==> config.mk <==
export PLATFORM = sky130hd
export DESIGN_NAME = data_bus_arb
export DESIGN_NICKNAME = d
export VERILOG_FILES = /design/src/rtl/kudu_dv_pkg.sv /design/src/rtl/dbus_id_fifo.sv /design/src/rtl/data_bus_arb.sv
export SDC_FILE = /design/constraint.sdc
export NUM_CORES = 1
export LEC_CHECK = 0
export CAP_MARGIN = 10
export CORE_AREA = 2 2 214 216
export CTS_CLUSTER_DIAMETER = 50
export DETAILED_ROUTE_END_ITERATION = 16
export DIE_AREA = 0 0 216 218
export GPL_ROUTABILITY_DRIVEN = 0
export PLACE_DENSITY = 0.46
export SYNTH_ARGS = -nofsm -noshare
export SYNTH_HDL_FRONTEND = slang
export SYNTH_SLANG_ARGS = --single-unit
export TNS_END_PERCENT = 50
==> constraint.sdc <==
create_clock -name clk_i -period 3.3 [get_ports clk_i]
set_input_delay 0.99 -clock clk_i [delete_from_list [all_inputs] [get_ports clk_i]]
set_output_delay 0.99 -clock clk_i [all_outputs]
set_load 0.02 [all_outputs]
==> src/rtl/kudu_dv_pkg.sv <==
// Shared types and constants for the testbench data-bus arbiter slice.
package kudu_dv_pkg;

    // Identifies which upstream master owns a transaction.
    typedef enum logic {
        MST_LSU  = 1'b0,
        MST_STKZ = 1'b1
    } bus_mst_id_e;

    // Arbiter address-phase state: free to arbitrate, or holding an ungranted request.
    typedef enum logic {
        ARB_IDLE   = 1'b0,
        ARB_LOCKED = 1'b1
    } arb_state_e;

    localparam int DBUS_ARB_MAX_OUT = 4;

    // Round-robin helper: the master that did not win last time.
    function automatic bus_mst_id_e other_mst(input bus_mst_id_e m);
        return (m == MST_LSU) ? MST_STKZ : MST_LSU;
    endfunction

endpackage

==> src/rtl/dbus_id_fifo.sv <==
// In-order ID FIFO: remembers which master owns each granted-but-unanswered transaction.
module dbus_id_fifo #(
    parameter  int DEPTH = 4,
    parameter  int WIDTH = 1,
    localparam int AW    = $clog2(DEPTH),
    localparam int CW    = AW + 1
) (
    input  logic             clk_i,
    input  logic             rst_i,
    input  logic             push,
    input  logic [WIDTH-1:0] push_data,
    input  logic             pop,
    output logic             full,
    output logic             empty,
    output logic [CW-1:0]    count,
    output logic [WIDTH-1:0] head
);

    logic [WIDTH-1:0] mem [DEPTH];
    logic [AW-1:0]    wr_ptr;
    logic [AW-1:0]    rd_ptr;
    logic             do_push;
    logic             do_pop;

    assign full  = (count == CW'(DEPTH));
    assign empty = (count == '0);
    assign head  = mem[rd_ptr];

    // A pop frees the slot this cycle, so a push into a full FIFO is legal alongside it.
    assign do_pop  = pop & ~empty;
    assign do_push = push & (~full | do_pop);

    // Pointer and occupancy update; DEPTH is a power of two so pointers wrap naturally.
    always_ff @(posedge clk_i) begin
        if (rst_i) begin
            wr_ptr <= '0;
            rd_ptr <= '0;
            count  <= '0;
        end else begin
            // NOTE: sequential state uses non-blocking assignment so every register samples pre-edge values.
            if (do_push) wr_ptr <= wr_ptr + 1'b1;
            if (do_pop)  rd_ptr <= rd_ptr + 1'b1;
            case ({do_push, do_pop})
                2'b10:   count <= count + 1'b1;
                2'b01:   count <= count - 1'b1;
                default: count <= count;
            endcase
        end
    end

    // Storage write.
    always_ff @(posedge clk_i) begin
        // NOTE: storage is deliberately not reset; entries are only read after being written.
        if (do_push) mem[wr_ptr] <= push_data;
    end

endmodule

==> src/rtl/data_bus_arb.sv <==
// Two-master OBI data-bus arbiter with in-order response routing.
module data_bus_arb
    import kudu_dv_pkg::*;
#(
    parameter  int DW      = 65,
    parameter  int MAX_OUT = DBUS_ARB_MAX_OUT,
    localparam int CW      = $clog2(MAX_OUT) + 1
) (
    input  logic          clk_i,
    input  logic          rst_i,

    input  logic          m0_req,
    input  logic          m0_we,
    input  logic [3:0]    m0_be,
    input  logic          m0_is_cap,
    input  logic [31:0]   m0_addr,
    input  logic [DW-1:0] m0_wdata,
    input  logic [7:0]    m0_flag,
    output logic          m0_gnt,
    output logic          m0_rvalid,
    output logic [DW-1:0] m0_rdata,
    output logic          m0_err,

    input  logic          m1_req,
    input  logic          m1_we,
    input  logic [3:0]    m1_be,
    input  logic          m1_is_cap,
    input  logic [31:0]   m1_addr,
    input  logic [DW-1:0] m1_wdata,
    input  logic [7:0]    m1_flag,
    output logic          m1_gnt,
    output logic          m1_rvalid,
    output logic [DW-1:0] m1_rdata,
    output logic          m1_err,

    output logic          data_req,
    output logic          data_we,
    output logic [3:0]    data_be,
    output logic          data_is_cap,
    output logic [31:0]   data_addr,
    output logic [DW-1:0] data_wdata,
    output logic [7:0]    data_flag,
    input  logic          data_gnt,
    input  logic          data_rvalid,
    input  logic [DW-1:0] data_rdata,
    input  logic          data_err,

    output logic [CW-1:0] outstanding_o,
    output logic          spurious_rsp_o
);

    arb_state_e  state_q, state_d;
    bus_mst_id_e lock_sel_q;
    bus_mst_id_e rr_last_q;
    bus_mst_id_e sel;
    bus_mst_id_e head_mst;

    logic          push;
    logic          pop;
    logic          fifo_full;
    logic          fifo_empty;
    logic [CW-1:0] fifo_count;
    logic [0:0]    fifo_head;
    logic          rsp_m0;
    logic          rsp_m1;

    assign push     = data_req & data_gnt;
    assign pop      = data_rvalid & ~fifo_empty;
    assign head_mst = bus_mst_id_e'(fifo_head);

    dbus_id_fifo #(
        .DEPTH (MAX_OUT),
        .WIDTH (1)
    ) u_id_fifo (
        .clk_i     (clk_i),
        .rst_i     (rst_i),
        .push      (push),
        .push_data (sel),
        .pop       (pop),
        .full      (fifo_full),
        .empty     (fifo_empty),
        .count     (fifo_count),
        .head      (fifo_head)
    );

    // Selection and next state; once a request is presented it is held until granted.
    always_comb begin
        // NOTE: every combinational output gets a default first so no path infers a latch.
        state_d  = state_q;
        sel      = lock_sel_q;
        data_req = 1'b0;
        case (state_q)
            ARB_IDLE: begin
                // Registered occupancy gates selection, so a pending pop does not open a slot early.
                if (!fifo_full) begin
                    if (m0_req && m1_req) begin
                        sel      = other_mst(rr_last_q);
                        data_req = 1'b1;
                    end else if (m0_req) begin
                        sel      = MST_LSU;
                        data_req = 1'b1;
                    end else if (m1_req) begin
                        sel      = MST_STKZ;
                        data_req = 1'b1;
                    end
                end
            end
            ARB_LOCKED: begin
                sel      = lock_sel_q;
                data_req = 1'b1;
            end
        endcase
        if (data_req) state_d = data_gnt ? ARB_IDLE : ARB_LOCKED;
    end

    // Arbiter state, lock owner, round-robin history and the sticky spurious-response flag.
    always_ff @(posedge clk_i) begin
        if (rst_i) begin
            state_q        <= ARB_IDLE;
            lock_sel_q     <= MST_LSU;
            rr_last_q      <= MST_STKZ;
            spurious_rsp_o <= 1'b0;
        end else begin
            state_q <= state_d;
            if (data_req)                  lock_sel_q     <= sel;
            if (push)                      rr_last_q      <= sel;
            if (data_rvalid && fifo_empty) spurious_rsp_o <= 1'b1;
        end
    end

    // Address-phase attribute mux follows the current selection.
    always_comb begin
        if (sel == MST_STKZ) begin
            data_we     = m1_we;
            data_be     = m1_be;
            data_is_cap = m1_is_cap;
            data_addr   = m1_addr;
            data_wdata  = m1_wdata;
            data_flag   = m1_flag;
        end else begin
            data_we     = m0_we;
            data_be     = m0_be;
            data_is_cap = m0_is_cap;
            data_addr   = m0_addr;
            data_wdata  = m0_wdata;
            data_flag   = m0_flag;
        end
    end

    assign m0_gnt = push & (sel == MST_LSU);
    assign m1_gnt = push & (sel == MST_STKZ);

    // Responses go to the master at the FIFO head; the other master sees zeros.
    assign rsp_m0    = pop & (head_mst == MST_LSU);
    assign rsp_m1    = pop & (head_mst == MST_STKZ);
    assign m0_rvalid = rsp_m0;
    assign m1_rvalid = rsp_m1;
    assign m0_rdata  = rsp_m0 ? data_rdata : '0;
    assign m1_rdata  = rsp_m1 ? data_rdata : '0;
    assign m0_err    = rsp_m0 & data_err;
    assign m1_err    = rsp_m1 & data_err;

    assign outstanding_o = fifo_count;

endmodule
# Yosys cells after proc, flatten, opt, wreduce, memory -nomap -nowiden
# Memories as Yosys holds them, arrays and structs flattened. A register that Yosys moved wholly into a read port is not among the register bits.
# Cells that the tools add are included.
# op_classes
addsub	4
n_eq_ne	3
n_mux	25
bitwise_logic	16
reduce_logical	4
# ops
op	n
two-way mux 65 bit	3
two-way mux 32 bit	1
two-way mux 1 bit	14
AND 1 bit	10
two-way mux 8 bit	1
case mux 3 bit (2 select lines)	1
inverter 1 bit	5
adder 2 x 1 -> 2 bit, second input constant	2
two-way mux 2 bit	2
two-way mux 4 bit	1
case mux 1 bit (2 select lines)	2
adder 3 x 1 -> 3 bit, second input constant	1
equality test 3 bit, second input constant	1
logical NOT 3 bit	1
subtractor 3 x 1 -> 3 bit, second input constant	1
equality test 2 x 1 -> 1 bit, second input constant	1
equality test 2 bit, second input constant	1
logical AND 1 bit	2
nonzero test 2 bit	1
bitwise OR 1 bit	1
# totals
register_bits	11
ramBits	4
inputBits	294
out_inout_bits	252
elab_cells	60
mem_count	1
# mem_list
name	words	width	read_ports	rd_ports_with_merged_regs	write_ports	line	source
u_id_fifo.mem	4	1	1	1	1	dbus_id_fifo.sv:19	logic [WIDTH-1:0] mem [DEPTH];

# Longest topological paths before layout
# Gate-level depths: netlist of the first run.
# logic_depth
word_depth	9
ltp_mapped	10
ltp_nobuf	10

# By module
# A second synthesis of the first run with hierarchy kept.
# unflattened
hier_cells	367
hier_area_um2	3144.3
# modules_own_cells
module	n_inst	cells_per_inst	area_per_inst_um2	seq_area_each_um2
data_bus_arb	1	303	2464.9	80.1
dbus_id_fifo	1	64	679.4	300.3

# Least setup slack after synthesis of the first run
# No wires, ideal clock.
# synth_timing
kind	input to output
start	in data_rvalid
end	out m0_rdata[25]
t_arrival_ps	2139
t_required_ps	2310
setup_slack_ps	171
path_stages	5
path_buffers	2
path_cell_list	o31a_1 -> nor2b_1 -> clkbuf_1 -> clkbuf_1 -> and2_1
# synth_via
elab_chain_len	3
# synth_rtl
item	line	source
start, declared	data_bus_arb.sv:44	input logic data_rvalid,
AND 1 bit	data_bus_arb.sv:68	assign pop = data_rvalid & ~fifo_empty;
AND 1 bit	data_bus_arb.sv:154	assign rsp_m0 = pop & (head_mst == MST_LSU);
two-way mux 65 bit	data_bus_arb.sv:158	assign m0_rdata = rsp_m0 ? data_rdata : '0;
end, declared	data_bus_arb.sv:21	output logic [DW-1:0] m0_rdata,
# No other way between the ends.

# Worst setup path after layout of the first run
# layout_timing
start	in m1_req
end	out data_wdata[31]
# layout_via
elab_chain_len	6
elab_cells_between_ends	7
cone_classes	mux: 6; reduce/logical: 1
# layout_rtl
item	line	source
start, declared	data_bus_arb.sv:24	input logic m1_req,
two-way mux 1 bit	data_bus_arb.sv:102	end else if (m1_req) begin
two-way mux 1 bit	data_bus_arb.sv:99	end else if (m0_req) begin
two-way mux 1 bit *	data_bus_arb.sv:96	if (m0_req && m1_req) begin
two-way mux 1 bit *	data_bus_arb.sv:95	if (!fifo_full) begin
case mux 1 bit (2 select lines) *	data_bus_arb.sv:92	case (state_q)
two-way mux 65 bit *	data_bus_arb.sv:133	if (sel == MST_STKZ) begin
end, declared	data_bus_arb.sv:41	output logic [DW-1:0] data_wdata,
# Mark *: on every way between the ends. The rest lies on a longest branch, timed or not.

==> flow_summary.html, run 1 <==
<table>
<tr><th>Metric</th><th>Value</th></tr>
<tr><th colspan="2">Logic synthesis</th></tr>
<tr><td>Share of synthesized area occupied by flip-flops and latches</td><td>0.119</td></tr>
<tr><td>Count of mapped cells out of synthesis</td><td>353</td></tr>
<tr><td>Flip-flop and latch count after synthesis</td><td>17</td></tr>
<tr><td>Post-synthesis cell area</td><td>0.00318 sq mm</td></tr>
<tr><td>Top_reg_cell synth</td><td>sky130_fd_sc_hd__dfxtp_1</td></tr>
<tr><td>Cells taking the most area after synthesis</td><td>sky130_fd_sc_hd__mux2_2 27%, sky130_fd_sc_hd__mux2_4 17%, sky130_fd_sc_hd__and2_1 14%</td></tr>
<tr><td>Number of library cell types mapped by synthesis</td><td>33</td></tr>
<tr><td>Dominant cell type by area after synthesis</td><td>sky130_fd_sc_hd__mux2_2</td></tr>
<tr><td>Yosys warns</td><td>0</td></tr>
<tr><td>Post-Syn Area per Cell</td><td>9.02 sq um</td></tr>
<tr><td>Number of enable-type register cells in the synthesized netlist</td><td>4</td></tr>
<tr><td>Async set-or-reset flop fraction in the synthesized netlist</td><td>0</td></tr>
<tr><td>Syn nets</td><td>653</td></tr>
<tr><td>Area fraction of the dominant cell type after synthesis</td><td>0.272</td></tr>
<tr><th colspan="2">Timing</th></tr>
<tr><td>Worst hold margin</td><td>472 ps</td></tr>
<tr><td>Final TNS setup</td><td>-535 ps</td></tr>
<tr><td>Highest clock frequency the design can meet</td><td>299 MHz</td></tr>
<tr><td>Minimum setup slack in the final design</td><td>-43.7 ps</td></tr>
<tr><td>Worst max-slew margin expressed relative to the limit</td><td>0.616</td></tr>
<tr><td>Pins over their slew limit</td><td>0</td></tr>
<tr><td>Number of endpoints failing setup at the final stage</td><td>29</td></tr>
<tr><td>Hold Fails Final Rpt</td><td>0</td></tr>
<tr><td>RSZ-0062 raised after global routing</td><td>true</td></tr>
<tr><td>Time the worst path needs with I/O delays and setup</td><td>3340 ps</td></tr>
<tr><td>Transition time of the tightest slew-check pin</td><td>574 ps</td></tr>
<tr><td>Worst setup skew after layout</td><td>5.41 ps</td></tr>
<tr><td>Post-route fraction of the period consumed by the critical path</td><td>1.01</td></tr>
<tr><th colspan="2">Cells and area</th></tr>
<tr><td>Share of final-layout standard cells stronger than drive strength 1</td><td>0.414</td></tr>
<tr><td>Net count of the finished layout</td><td>1238</td></tr>
<tr><td>Area grow syn2layout</td><td>211%</td></tr>
<tr><th colspan="2">GRT</th></tr>
<tr><td>Antenna violations before repair</td><td>3</td></tr>
<tr><td>Overall overflow remaining after global route</td><td>0</td></tr>
<tr><td>Met2 Use GR</td><td>0.180</td></tr>
<tr><td>Largest net degree at the start of global routing</td><td>68</td></tr>
<tr><td>Busiest layer in global routing</td><td>met2</td></tr>
<tr><td>Met3 track demand over resource in global routing</td><td>0.0275</td></tr>
<tr><td>Overall Global Routing Usage</td><td>0.105</td></tr>
<tr><td>Global-route wire length before repair</td><td>36.5 mm</td></tr>
<tr><td>Number of global-route vias before repair</td><td>5293</td></tr>
<tr><td>Met1 Usage GRT</td><td>0.132</td></tr>
<tr><th colspan="2">Die</th></tr>
<tr><td>Initial cell density of the core</td><td>0.0709</td></tr>
<tr><td>Die W</td><td>216 um</td></tr>
<tr><td>Count of boundary I/O pins</td><td>546</td></tr>
<tr><td>Placeable core area</td><td>0.0449 sq mm</td></tr>
<tr><td>Number of rows in the core area</td><td>78</td></tr>
<tr><td>Floorplan die height</td><td>218 um</td></tr>
<tr><td>Die ar.</td><td>0.0471 sq mm</td></tr>
<tr><th colspan="2">Worst setup path</th></tr>
<tr><td>Biggest fanout along the worst timing path</td><td>8</td></tr>
<tr><td>CP required</td><td>2310 ps</td></tr>
<tr><td>Category of the worst setup path launch point</td><td>primary input</td></tr>
<tr><td>Crit. End Element</td><td>output pin</td></tr>
<tr><td>Data arrival time of the worst path</td><td>2350 ps</td></tr>
<tr><td>Setup Crit Path Kind</td><td>primary input to output pin</td></tr>
<tr><th colspan="2">Detailed routing</th></tr>
<tr><td>Number of nets with antenna violations after detailed routing</td><td>0</td></tr>
<tr><td>TritonRoute pass-1 iters</td><td>4</td></tr>
<tr><td>Routed length per placed instance</td><td>17.6 um</td></tr>
<tr><td>DRC marker count from the first detailed-route iteration</td><td>99</td></tr>
<tr><td>Final Routed Wirelength</td><td>27.0 mm</td></tr>
<tr><td>Overall via count from detail_route</td><td>5074</td></tr>
<tr><td>Vias per std cell</td><td>3.30</td></tr>
<tr><td>DRC violations left</td><td>0</td></tr>
<tr><th colspan="2">Power and ir drop</th></tr>
<tr><td>Maximum vdd drop</td><td>0.212 mV</td></tr>
<tr><td>Static leakage</td><td>4.74 nW</td></tr>
<tr><td>Design Power</td><td>0.00465 W</td></tr>
<tr><td>Cell Pwr Density</td><td>470 mW/mm^2</td></tr>
<tr><th colspan="2">Clocking</th></tr>
<tr><td>H-tree level count</td><td>1</td></tr>
<tr><td>CTS Buf Count</td><td>3</td></tr>
<tr><td>CTS Root Cell</td><td>sky130_fd_sc_hd__clkbuf_16</td></tr>
<tr><td>Longest Clk Path Bufs</td><td>2</td></tr>
<tr><td>Cts-stage hold buffer count</td><td>0</td></tr>
<tr><td>Clock tree from TritonCTS</td><td>built</td></tr>
<tr><td>Clock-pin slew on the worst setup and hold paths</td><td>50 ps</td></tr>
<tr><td>Clock sinks</td><td>17</td></tr>
<tr><td>Latest clock arrival within the worst-skew pair</td><td>250 ps</td></tr>
<tr><th colspan="2">Job</th></tr>
<tr><td>Number of maximum-capacitance violations</td><td>0</td></tr>
<tr><th colspan="2">Placed design</th></tr>
<tr><td>Worst-case setup slack after placement</td><td>-870 ps</td></tr>
<tr><td>DPL Wire Length</td><td>22.5 mm</td></tr>
<tr><td>I/O Buffers</td><td>545</td></tr>
<tr><th colspan="2">Outcome</th></tr>
<tr><td>Violated checks</td><td>negative setup slack</td></tr>
<tr><td>Result of the run</td><td>finished with violations</td></tr>
<tr><th colspan="2">Min path</th></tr>
<tr><td>Hold crit path type</td><td>register to register</td></tr>
</table>
==> metrics by stage <==
step	utilization	cell area (sq um)	instances
6_report	0.220	9890	1538
5_1_grt	0.220	9890	1538
4_1_cts	0.224	10100	1537
3_5_place_dp	0.214	9630	1501
3_3_place_gp	0.214	9630	1501
2_1_floorplan	-	3180	353
==> worst paths after layout <==
check | from | to | slack [ps] | cells past startpoint
worst max-delay path | m1_req | data_wdata[31] | -40 | 9
worst min-delay path | spurious_rsp_o$_SDFFE_PP0P_ | spurious_rsp_o$_SDFFE_PP0P_ | 470 | 2
worst max register to register | state_q$_SDFFE_PP0N_ | u_id_fifo.count[2]$_SDFFE_PP0P_ | 820 | 12
worst min register to register | spurious_rsp_o$_SDFFE_PP0P_ | spurious_rsp_o$_SDFFE_PP0P_ | 470 | 2
==> synth_stat cells, types with 2 or more instances <==
cell                       count
sky130_fd_sc_hd__and3_1       67
sky130_fd_sc_hd__inv_1         7
sky130_fd_sc_hd__buf_6         5
sky130_fd_sc_hd__mux2_4       35
sky130_fd_sc_hd__clkbuf_1     22
sky130_fd_sc_hd__edfxtp_1      4
sky130_fd_sc_hd__a21oi_1       3
sky130_fd_sc_hd__mux2_2       77
sky130_fd_sc_hd__nor2b_1       2
sky130_fd_sc_hd__nor2_1       10
sky130_fd_sc_hd__and2_1       71
sky130_fd_sc_hd__ha_1          5
sky130_fd_sc_hd__nand2b_1      3
sky130_fd_sc_hd__nand2_1       2
sky130_fd_sc_hd__buf_2         7
sky130_fd_sc_hd__dfxtp_1      13
sky130_fd_sc_hd__nor3_1        2
sky130_fd_sc_hd__xor2_1        3
==> kinds of logic (layout without fill, tap and decap cells) <==
kind of cell / count (synthesis) / after routing / synth area share
DFF: 17 / 17 / 0.119
buffers and inverters: 41 / 625 / 0.0629
other: 0 / 1 / 0
xor gates and xnor gates: 4 / 4 / 0.0110
muxes: 114 / 114 / 0.448
adders and majority gates: 6 / 6 / 0.0259
AOI/OAI and AO/OA: 11 / 11 / 0.0275
and+or+nand+nor: 160 / 160 / 0.305
==> critical path, cell delays in order <==
cell and delay [ps]:
sky130_fd_sc_hd__buf_8 80, sky130_fd_sc_hd__a31oi_4 90, sky130_fd_sc_hd__a41oi_4 200, sky130_fd_sc_hd__buf_12 160, sky130_fd_sc_hd__buf_12 130, sky130_fd_sc_hd__buf_6 100, sky130_fd_sc_hd__buf_12 110, sky130_fd_sc_hd__mux2_2 330
sky130_fd_sc_hd__buf_2 160
==> power breakdown <==
part | switching [W] | total [W] | internal, W
clock | 0.0000855 | 0.000248 | 0.000162
combinational | 0.00198 | 0.00410 | 0.00212
sequential | 0.0000283 | 0.000297 | 0.000268
==> cell usage in the layout (no fill, tap or decap), drive strengths merged, types with 2 or more instances in the layout <==
master / instances
nand2: 2
nor2b: 2
clkbuf: 52
nor2: 10
and3: 67
edfxtp: 4
dlymetal6s2s: 4
and2: 71
dfxtp: 13
clkdlybuf4s50: 294
nor3: 2
nand2b: 3
dlygate4sd2: 40
a41oi: 2
inv: 7
a21oi: 3
xor2: 3
clkdlybuf4s15: 14
buf: 213
mux2: 112
ha: 5
==> cell type report <==
cell class | instances | area (sq um)
fillers | 5001 | 35000
diodes | 1 | 2.50
flip-flops and latches | 17 | 382
clock buffers | 3 | 75.1
well taps | 600 | 751
multi-input cells | 295 | 2810
inverters | 7 | 26.3
clock inverters | 1 | 5.00
repair buffers | 614 | 5840
==> per-layer routing <==
metal / vias to the layer above / routed length [um]
li1: 2416 / -
met1: 2337 / 11400
met2: 303 / 13100
met3: 16 / 2250
met4: 2 / 291
met5: - / 10
==> repair_timing <==
item,CTS,global route
gates resized for setup,822,206
gates cloned,8,1
pin swaps,3,2
setup endpoints to repair,247,188
setup buffers,25,5
Power figures use the tool's default switching activity.
==> run 2, diff against run 1 <==
==> constraint.sdc (replaced) <==
create_clock -name clk_i -period 3.3 [get_ports clk_i]
set_input_delay 0.33 -clock clk_i [delete_from_list [all_inputs] [get_ports clk_i]]
set_output_delay 0.33 -clock clk_i [all_outputs]
set_load 0.02 [all_outputs]
==> run 2 against run 1 <==
Compared with the run above: the run now ends clean; register-to-register slack lost 30 ps; clock skew shrank 2.0 ps; clock-buffer cell count is the same.
==> flow_summary.html, run 2 (synthesized netlist as in run 1, its figures left out) <==
<table>
<tr><th>Metric</th><th>Value</th></tr>
<tr><th colspan="2">Outcome</th></tr>
<tr><td>Result of the run</td><td>complete, no violations (was finished with violations)</td></tr>
<tr><th colspan="2">Timing</th></tr>
<tr><td>Highest clock frequency the design can meet</td><td>326 MHz (was 299 MHz)</td></tr>
<tr><td>Transition time of the tightest slew-check pin</td><td>615 ps (was 574 ps)</td></tr>
<tr><td>Time the worst path needs with I/O delays and setup</td><td>3060 ps (was 3340 ps)</td></tr>
<tr><td>RSZ-0062 raised after global routing</td><td>false (was true)</td></tr>
<tr><td>Post-route fraction of the period consumed by the critical path</td><td>0.929 (was 1.01)</td></tr>
<tr><td>Worst max-slew margin expressed relative to the limit</td><td>0.590 (was 0.616)</td></tr>
<tr><td>Number of endpoints failing setup at the final stage</td><td>0 (was 29)</td></tr>
<tr><td>Hold Fails Final Rpt</td><td>0 (unchanged)</td></tr>
<tr><td>Worst hold margin</td><td>505 ps (was 472 ps)</td></tr>
<tr><td>Pins over their slew limit</td><td>0 (unchanged)</td></tr>
<tr><td>Worst setup skew after layout</td><td>3.40 ps (was 5.41 ps)</td></tr>
<tr><td>Final TNS setup</td><td>0 ps (was -535 ps)</td></tr>
<tr><th colspan="2">Placed design</th></tr>
<tr><td>I/O Buffers</td><td>545 (unchanged)</td></tr>
<tr><td>DPL Wire Length</td><td>21.8 mm (was 22.5 mm)</td></tr>
<tr><td>Standard cell area after detailed placement</td><td>0.00940 sq mm (was 0.00963 sq mm)</td></tr>
<tr><th colspan="2">Worst setup path</th></tr>
<tr><td>Number of buffers and inverters on the critical path</td><td>3 (was 6)</td></tr>
<tr><td>R2r setup slk</td><td>790 ps (was 820 ps)</td></tr>
<tr><td>Series of cell instances along the critical path</td><td>or3b_1 -&gt; a41oi_4 -&gt; buf_12 -&gt; buf_12 -&gt; mux2_2 -&gt; clkdlybuf4s50_1 (was buf_8 -&gt; a31oi_4 -&gt; a41oi_4 -&gt; buf_12 -&gt; buf_12 -&gt; buf_6 -&gt; buf_12 -&gt; mux2_2 -&gt; buf_2)</td></tr>
<tr><td>Largest stage delay on the critical path</td><td>550 ps (was 330 ps)</td></tr>
<tr><td>CP required</td><td>2970 ps (was 2310 ps)</td></tr>
<tr><td>Crit. End Element</td><td>output pin (unchanged)</td></tr>
<tr><td>Data arrival time of the worst path</td><td>2730 ps (was 2350 ps)</td></tr>
<tr><td>Startpoint of the worst register-to-register path</td><td>u_id_fifo.count[1]$_SDFFE_PP0P_ (was state_q$_SDFFE_PP0N_)</td></tr>
<tr><td>Top delay family on crit path</td><td>buffers and inverters (unchanged)</td></tr>
<tr><td>Crit path max-delay cell type</td><td>sky130_fd_sc_hd__clkdlybuf4s50_1 (was sky130_fd_sc_hd__mux2_2)</td></tr>
<tr><td>Worst r2r path cells</td><td>9 (was 12)</td></tr>
<tr><td>FF-to-FF End</td><td>u_id_fifo.count[2]$_SDFFE_PP0P_ (unchanged)</td></tr>
<tr><td>Category of the worst setup path launch point</td><td>register (was primary input)</td></tr>
<tr><td>Biggest fanout along the worst timing path</td><td>39 (was 8)</td></tr>
<tr><td>Setup Crit Path Kind</td><td>register to output pin (was primary input to output pin)</td></tr>
<tr><td>Most frequent cell on the critical path</td><td>sky130_fd_sc_hd__buf_12 (unchanged)</td></tr>
<tr><th colspan="2">Die</th></tr>
<tr><td>Count of boundary I/O pins</td><td>546 (unchanged)</td></tr>
<tr><td>Die W</td><td>216 um (unchanged)</td></tr>
<tr><td>Number of rows in the core area</td><td>78 (unchanged)</td></tr>
<tr><td>Die ar.</td><td>0.0471 sq mm (unchanged)</td></tr>
<tr><td>Placeable core area</td><td>0.0449 sq mm (unchanged)</td></tr>
<tr><td>Initial cell density of the core</td><td>0.0709 (unchanged)</td></tr>
<tr><td>Floorplan die height</td><td>218 um (unchanged)</td></tr>
<tr><th colspan="2">Detailed routing</th></tr>
<tr><td>TritonRoute pass-1 iters</td><td>5 (was 4)</td></tr>
<tr><td>Overall via count from detail_route</td><td>4721 (was 5074)</td></tr>
<tr><td>Routed met1 length</td><td>10.5 mm (was 11.4 mm)</td></tr>
<tr><td>Number of nets with antenna violations after detailed routing</td><td>0 (unchanged)</td></tr>
<tr><td>Vias per std cell</td><td>3.19 (was 3.30)</td></tr>
<tr><td>Final Routed Wirelength</td><td>25.1 mm (was 27.0 mm)</td></tr>
<tr><td>Met3 WL</td><td>2.17 mm (was 2.25 mm)</td></tr>
<tr><td>Highest routed metal layer</td><td>met4 (was met5)</td></tr>
<tr><td>DRC violations left</td><td>0 (unchanged)</td></tr>
<tr><td>Routed length per placed instance</td><td>17.0 um (was 17.6 um)</td></tr>
<tr><td>DRC marker count from the first detailed-route iteration</td><td>165 (was 99)</td></tr>
<tr><td>Detailed-routed wire length on met2</td><td>12.1 mm (was 13.1 mm)</td></tr>
<tr><th colspan="2">Clocking</th></tr>
<tr><td>Latest clock arrival within the worst-skew pair</td><td>250 ps (about the same)</td></tr>
<tr><td>Clock tree from TritonCTS</td><td>built (unchanged)</td></tr>
<tr><td>Clock sinks</td><td>17 (unchanged)</td></tr>
<tr><td>Number of buffers added for setup after CTS</td><td>0 (was 25)</td></tr>
<tr><td>CTS Buf Count</td><td>3 (unchanged)</td></tr>
<tr><td>Post-cts resize count</td><td>0 (was 822)</td></tr>
<tr><td>Cts-stage hold buffer count</td><td>0 (unchanged)</td></tr>
<tr><td>Clock-pin slew on the worst setup and hold paths</td><td>60 ps (was 50 ps)</td></tr>
<tr><td>Longest Clk Path Bufs</td><td>2 (unchanged)</td></tr>
<tr><td>H-tree level count</td><td>1 (unchanged)</td></tr>
<tr><td>CTS Root Cell</td><td>sky130_fd_sc_hd__clkbuf_16 (unchanged)</td></tr>
<tr><th colspan="2">GRT</th></tr>
<tr><td>Overall overflow remaining after global route</td><td>0 (unchanged)</td></tr>
<tr><td>Overall Global Routing Usage</td><td>0.0976 (was 0.105)</td></tr>
<tr><td>Number of global-route vias before repair</td><td>4865 (was 5293)</td></tr>
<tr><td>Antenna violations before repair</td><td>0 (was 3)</td></tr>
<tr><td>Global-route wire length before repair</td><td>33.9 mm (was 36.5 mm)</td></tr>
<tr><td>Largest net degree at the start of global routing</td><td>68 (unchanged)</td></tr>
<tr><th colspan="2">Cells and area</th></tr>
<tr><td>Area grow syn2layout</td><td>198% (was 211%)</td></tr>
<tr><td>Post-route cell area</td><td>0.00948 sq mm (was 0.00989 sq mm)</td></tr>
<tr><td>Number of filler instances in the final layout</td><td>4932 (was 5001)</td></tr>
<tr><td>Net count of the finished layout</td><td>1182 (was 1238)</td></tr>
<tr><td>Share of final-layout standard cells stronger than drive strength 1</td><td>0.151 (was 0.414)</td></tr>
<tr><td>N_diodes</td><td>0 (was 1)</td></tr>
<tr><td>Most used cells in the layout excluding fill and tap cells</td><td>545 x sky130_fd_sc_hd__clkdlybuf4s50_1, 77 x sky130_fd_sc_hd__mux2_2, 71 x sky130_fd_sc_hd__and2_1, 67 x sky130_fd_sc_hd__and3_1, 35 x sky130_fd_sc_hd__mux2_4 (was 294 x sky130_fd_sc_hd__clkdlybuf4s50_1, 85 x sky130_fd_sc_hd__buf_6, 77 x sky130_fd_sc_hd__mux2_4, 70 x sky130_fd_sc_hd__and2_1, 68 x sky130_fd_sc_hd__buf_2)</td></tr>
<tr><td>Most common cell after layout, fill and taps aside</td><td>sky130_fd_sc_hd__clkdlybuf4s50_1 (unchanged)</td></tr>
<tr><th colspan="2">Power and ir drop</th></tr>
<tr><td>Combinational cell fraction of total power</td><td>0.871 (was 0.883)</td></tr>
<tr><td>Switching Power</td><td>0.00188 W (was 0.00210 W)</td></tr>
<tr><td>Maximum vdd drop</td><td>0.292 mV (was 0.212 mV)</td></tr>
<tr><td>Pint</td><td>0.00230 W (was 0.00255 W)</td></tr>
<tr><td>Switching part of the total power</td><td>0.449 (was 0.451)</td></tr>
<tr><td>Static leakage</td><td>3.65 nW (was 4.74 nW)</td></tr>
<tr><td>Register share of total power</td><td>0.070 (was 0.064)</td></tr>
<tr><td>Clk network pwr share</td><td>0.059 (was 0.053)</td></tr>
<tr><td>Cell Pwr Density</td><td>440 mW/mm^2 (was 470 mW/mm^2)</td></tr>
<tr><td>Design Power</td><td>0.00417 W (was 0.00465 W)</td></tr>
<tr><th colspan="2">Min path</th></tr>
<tr><td>Hold crit path type</td><td>register to register (unchanged)</td></tr>
<tr><td>Min-Delay Startpoint</td><td>spurious_rsp_o$_SDFFE_PP0P_ (unchanged)</td></tr>
<tr><td>Number of cells traversed by the worst hold path</td><td>2 (unchanged)</td></tr>
<tr><td>Hold Path End</td><td>spurious_rsp_o$_SDFFE_PP0P_ (unchanged)</td></tr>
<tr><th colspan="2">Job</th></tr>
<tr><td>Number of maximum-capacitance violations</td><td>0 (unchanged)</td></tr>
</table>
## run 2: cell count changes in the layout (fill, tap and decap cells not counted), sizes merged
cell,before,now
diode,1,0
clkdlybuf4s50,294,545
dlygate4sd2,40,0
clkdlybuf4s15,14,0
dlymetal6s2s,4,0
clkbuf,52,3
buf,213,13
## run 2: cell type report
cell class                      instances  area [sq um]  area share
Tap cell                              600           751      0.0792
Sequential cell                        17           380      0.0401
Timing Repair Buffer                  558          5620       0.593
Inverter                                7          26.3     0.00277
Clock inverter                          1          5.00    0.000528
Multi-Input combinational cell        295          2620       0.277
Clock buffer                            3          75.1     0.00792
## run 2: layer usage
metal | GRT usage | vias up
met5 | 0 | -
met4 | 0.0192 | 0
met3 | 0.0283 | 10
met2 | 0.172 | 299
met1 | 0.118 | 2107
li1 | - | 2305
## run 2: tightest hold or removal path, delay by kind of cell, from the launching register on
kind	cells	cell delay, ps
compound gates	1	50
flops	1	350
simple gates	1	80
## run 2: per-stage QoR
step	instances	util	setup WS [ps]
finish	1481	0.211	235
global route	1481	0.211	120
CTS	1481	0.211	206
detailed placement	1477	0.209	316
global placement	1477	0.209	362
floorplan	353	-	646
## run 2: power by group through the flow
stage | combinational, W | clock (W) | sequential (W)
floorplan | 0.00184 | 0 | 0.000328
global placement | 0.00369 | 0 | 0.000297
detailed placement | 0.00367 | 0 | 0.000297
CTS | 0.00368 | 0.000254 | 0.000293
global route | 0.00384 | 0.000268 | 0.000300
finish | 0.00363 | 0.000248 | 0.000292
## run 2: worst max path at each step
stage	from	endpoint	slack, ps	cells past startpoint
floorplan	u_id_fifo.count[0]$_SDFFE_PP0P_	u_id_fifo.count[2]$_SDFFE_PP0P_	650	10
global placement	m1_req	data_wdata[35]	360	7
CTS	u_id_fifo.count[1]$_SDFFE_PP0P_	data_wdata[28]	210	6
detailed placement	m1_req	data_wdata[28]	320	7
finish	u_id_fifo.count[1]$_SDFFE_PP0P_	data_wdata[28]	240	6
global route	u_id_fifo.count[2]$_SDFFE_PP0P_	data_wdata[19]	120	6
==> run 3, diff against run 2 <==
--- a/config.mk
+++ b/config.mk
@@ -11,6 +11,7 @@
 export DETAILED_ROUTE_END_ITERATION = 16
 export DIE_AREA = 0 0 216 218
 export GPL_ROUTABILITY_DRIVEN = 0
+export GPL_TIMING_DRIVEN = 0
 export PLACE_DENSITY = 0.46
 export SYNTH_ARGS = -nofsm -noshare
 export SYNTH_HDL_FRONTEND = slang
==> run 3 against run 2 <==
Compared with the run above: highest routed layer is now met5; utilization is 0.095 points higher; non-clock buffer count is 22 higher; largest cell class unchanged; die area stayed put; total power is 1.4% higher; combinational power is 1% higher; setup slack worse by 150 ps; via count is 2.6% higher; critical endpoint is now data_addr[22]; cell count is 1.6% higher; first-iteration DRC count is 27% lower; global-route usage is 0.33 points higher.
==> flow_summary.html, run 3 (synthesized netlist as in run 1, its figures left out) <==
<table>
<tr><th>Metric</th><th>Value</th></tr>
<tr><th colspan="2">Outcome</th></tr>
<tr><td>Result of the run</td><td>complete, no violations (unchanged)</td></tr>
<tr><th colspan="2">Detailed routing</th></tr>
<tr><td>Final Routed Wirelength</td><td>25.7 mm (was 25.1 mm)</td></tr>
<tr><td>TritonRoute pass-1 iters</td><td>4 (was 5)</td></tr>
<tr><td>Overall via count from detail_route</td><td>4842 (was 4721)</td></tr>
<tr><td>Routed length per placed instance</td><td>17.1 um (was 17.0 um)</td></tr>
<tr><td>Vias per std cell</td><td>3.22 (was 3.19)</td></tr>
<tr><td>DRC violations left</td><td>0 (unchanged)</td></tr>
<tr><td>DRC marker count from the first detailed-route iteration</td><td>121 (was 165)</td></tr>
<tr><td>Number of nets with antenna violations after detailed routing</td><td>0 (unchanged)</td></tr>
<tr><th colspan="2">Die</th></tr>
<tr><td>Count of boundary I/O pins</td><td>546 (unchanged)</td></tr>
<tr><td>Placeable core area</td><td>0.0449 sq mm (unchanged)</td></tr>
<tr><td>Floorplan die height</td><td>218 um (unchanged)</td></tr>
<tr><td>Die W</td><td>216 um (unchanged)</td></tr>
<tr><td>Number of rows in the core area</td><td>78 (unchanged)</td></tr>
<tr><td>Initial cell density of the core</td><td>0.0709 (unchanged)</td></tr>
<tr><td>Die ar.</td><td>0.0471 sq mm (unchanged)</td></tr>
<tr><th colspan="2">Worst setup path</th></tr>
<tr><td>Data arrival time of the worst path</td><td>2890 ps (was 2730 ps)</td></tr>
<tr><td>R2r setup slk</td><td>530 ps (was 790 ps)</td></tr>
<tr><td>Category of the worst setup path launch point</td><td>register (unchanged)</td></tr>
<tr><td>Crit. End Element</td><td>output pin (unchanged)</td></tr>
<tr><td>Biggest fanout along the worst timing path</td><td>10 (was 39)</td></tr>
<tr><td>CP required</td><td>2970 ps (about the same)</td></tr>
<tr><td>Setup Crit Path Kind</td><td>register to output pin (unchanged)</td></tr>
<tr><th colspan="2">Cells and area</th></tr>
<tr><td>Net count of the finished layout</td><td>1204 (was 1182)</td></tr>
<tr><td>Most used cells in the layout excluding fill and tap cells</td><td>544 x sky130_fd_sc_hd__clkdlybuf4s50_1, 77 x sky130_fd_sc_hd__mux2_2, 71 x sky130_fd_sc_hd__and2_1, 67 x sky130_fd_sc_hd__and3_1, 35 x sky130_fd_sc_hd__mux2_4 (was 545 x sky130_fd_sc_hd__clkdlybuf4s50_1, 77 x sky130_fd_sc_hd__mux2_2, 71 x sky130_fd_sc_hd__and2_1, 67 x sky130_fd_sc_hd__and3_1, 35 x sky130_fd_sc_hd__mux2_4)</td></tr>
<tr><td>Most common cell after layout, fill and taps aside</td><td>sky130_fd_sc_hd__clkdlybuf4s50_1 (unchanged)</td></tr>
<tr><td>Area grow syn2layout</td><td>199% (was 198%)</td></tr>
<tr><td>Area used by multi-input combinational logic</td><td>0.00262 sq mm (about the same)</td></tr>
<tr><td>Number of filler instances in the final layout</td><td>4941 (was 4932)</td></tr>
<tr><td>Sequential Area</td><td>380 sq um (unchanged)</td></tr>
<tr><td>Share of final-layout standard cells stronger than drive strength 1</td><td>0.153 (was 0.151)</td></tr>
<tr><th colspan="2">Clocking</th></tr>
<tr><td>Clock tree from TritonCTS</td><td>built (unchanged)</td></tr>
<tr><td>Clock-pin slew on the worst setup and hold paths</td><td>50 ps (was 60 ps)</td></tr>
<tr><td>Cts-stage hold buffer count</td><td>0 (unchanged)</td></tr>
<tr><td>CTS Root Cell</td><td>sky130_fd_sc_hd__clkbuf_16 (unchanged)</td></tr>
<tr><td>CTS Buf Count</td><td>3 (unchanged)</td></tr>
<tr><td>Longest Clk Path Bufs</td><td>2 (unchanged)</td></tr>
<tr><td>Latest clock arrival within the worst-skew pair</td><td>250 ps (about the same)</td></tr>
<tr><td>H-tree level count</td><td>1 (unchanged)</td></tr>
<tr><td>Clock sinks</td><td>17 (unchanged)</td></tr>
<tr><th colspan="2">Power and ir drop</th></tr>
<tr><td>Static leakage</td><td>3.69 nW (was 3.65 nW)</td></tr>
<tr><td>Cell Pwr Density</td><td>445 mW/mm^2 (was 440 mW/mm^2)</td></tr>
<tr><td>Maximum vdd drop</td><td>0.179 mV (was 0.292 mV)</td></tr>
<tr><th colspan="2">Timing</th></tr>
<tr><td>Number of endpoints failing setup at the final stage</td><td>0 (unchanged)</td></tr>
<tr><td>RSZ-0062 raised after global routing</td><td>false (unchanged)</td></tr>
<tr><td>Final TNS setup</td><td>0 ps (unchanged)</td></tr>
<tr><td>Hold Fails Final Rpt</td><td>0 (unchanged)</td></tr>
<tr><td>Pins over their slew limit</td><td>0 (unchanged)</td></tr>
<tr><td>Time the worst path needs with I/O delays and setup</td><td>3220 ps (was 3060 ps)</td></tr>
<tr><td>Worst max-slew margin expressed relative to the limit</td><td>0.490 (was 0.590)</td></tr>
<tr><td>Highest clock frequency the design can meet</td><td>311 MHz (was 326 MHz)</td></tr>
<tr><td>Post-route fraction of the period consumed by the critical path</td><td>0.974 (was 0.929)</td></tr>
<tr><td>Worst hold margin</td><td>483 ps (was 505 ps)</td></tr>
<tr><td>Worst setup skew after layout</td><td>3.14 ps (was 3.40 ps)</td></tr>
<tr><td>Transition time of the tightest slew-check pin</td><td>755 ps (was 615 ps)</td></tr>
<tr><th colspan="2">Job</th></tr>
<tr><td>Number of maximum-capacitance violations</td><td>0 (unchanged)</td></tr>
<tr><th colspan="2">GRT</th></tr>
<tr><td>Antenna violations before repair</td><td>3 (was 0)</td></tr>
<tr><td>Number of global-route vias before repair</td><td>5062 (was 4865)</td></tr>
<tr><td>Largest net degree at the start of global routing</td><td>14 (was 68)</td></tr>
<tr><td>Global-route wire length before repair</td><td>35.0 mm (was 33.9 mm)</td></tr>
<tr><td>Overall overflow remaining after global route</td><td>0 (unchanged)</td></tr>
<tr><td>Overall Global Routing Usage</td><td>0.101 (was 0.0976)</td></tr>
<tr><th colspan="2">Placed design</th></tr>
<tr><td>DPL Wire Length</td><td>22.9 mm (was 21.8 mm)</td></tr>
<tr><td>I/O Buffers</td><td>545 (unchanged)</td></tr>
<tr><th colspan="2">Min path</th></tr>
<tr><td>Hold crit path type</td><td>register to register (unchanged)</td></tr>
</table>
-- run 3: changes by cell type in the layout (fill, tap and decap cells not counted), sizes merged --
cell / delta
dlymetal6s2s: +1
diode: +1
clkdlybuf4s50: -1
clkbuf: +22
-- run 3: cell type report --
| cell class | instances | share of cell area |
|---|---|---|
| diodes | 1 | 0.000263 |
| plain buffers | 34 | 0.0192 |
| clock buffers | 3 | 0.00789 |
| clock inverters | 1 | 0.000526 |
| inverters | 7 | 0.00276 |
| multi-input cells | 295 | 0.275 |
| flip-flops and latches | 17 | 0.0400 |
| well taps | 600 | 0.0789 |
| repair buffers | 546 | 0.576 |
-- run 3: final timing paths --
path	startpoint	end	depth (start not counted)
hold / removal	spurious_rsp_o$_SDFFE_PP0P_	spurious_rsp_o$_SDFFE_PP0P_	2
hold reg to reg	spurious_rsp_o$_SDFFE_PP0P_	spurious_rsp_o$_SDFFE_PP0P_	2
setup reg to reg	u_id_fifo.count[0]$_SDFFE_PP0P_	u_id_fifo.count[2]$_SDFFE_PP0P_	10
setup / recovery	u_id_fifo.count[2]$_SDFFE_PP0P_	data_addr[22]	8
-- run 3: worst max-delay path: stages (launching register included) --
cell and delay, ps:
sky130_fd_sc_hd__dfxtp_1 440, sky130_fd_sc_hd__or3b_1 460, sky130_fd_sc_hd__a31oi_1 290, sky130_fd_sc_hd__a41oi_4 60
sky130_fd_sc_hd__buf_12 170, sky130_fd_sc_hd__buf_6 150, sky130_fd_sc_hd__buf_6 160, sky130_fd_sc_hd__mux2_4 300
sky130_fd_sc_hd__clkdlybuf4s50_1 580
-- run 3: layer usage --
| layer | up-vias | wire length (um) | global-route usage | part of all wire |
|---|---|---|---|---|
| met5 | - | 8 | 0 | 0.00031 |
| met4 | 2 | 281 | 0.0169 | 0.011 |
| met3 | 12 | 2000 | 0.0244 | 0.078 |
| met2 | 293 | 12900 | 0.182 | 0.50 |
| met1 | 2190 | 10600 | 0.122 | 0.41 |
| li1 | 2345 | - | - | - |
-- run 3: power by group --
group          internal, W  switching (W)  total, W
combinational      0.00186        0.00182   0.00368
sequential        0.000268      0.0000458  0.000313
clock             0.000162      0.0000806  0.000243
total              0.00229        0.00195   0.00423
-- run 3: what timing repair did --
item	4_1_cts	5_1_grt
gates resized for setup	5	8
pin swaps	1	0
endpoints found under the setup margin	162	26
buffers inserted	1	0
-- run 3: through the flow --
step	utilization	instances	area, sq um	setup slack [ps]	total power [W]
2_1_floorplan	-	353	3180	646	0.00217
3_3_place_gp	0.209	1498	9390	-423	0.00403
3_5_place_dp	0.209	1498	9390	-449	0.00401
4_1_cts	0.212	1503	9510	4.72	0.00431
5_1_grt	0.212	1503	9520	7.15	0.00450
6_report	0.212	1504	9520	84.5	0.00423
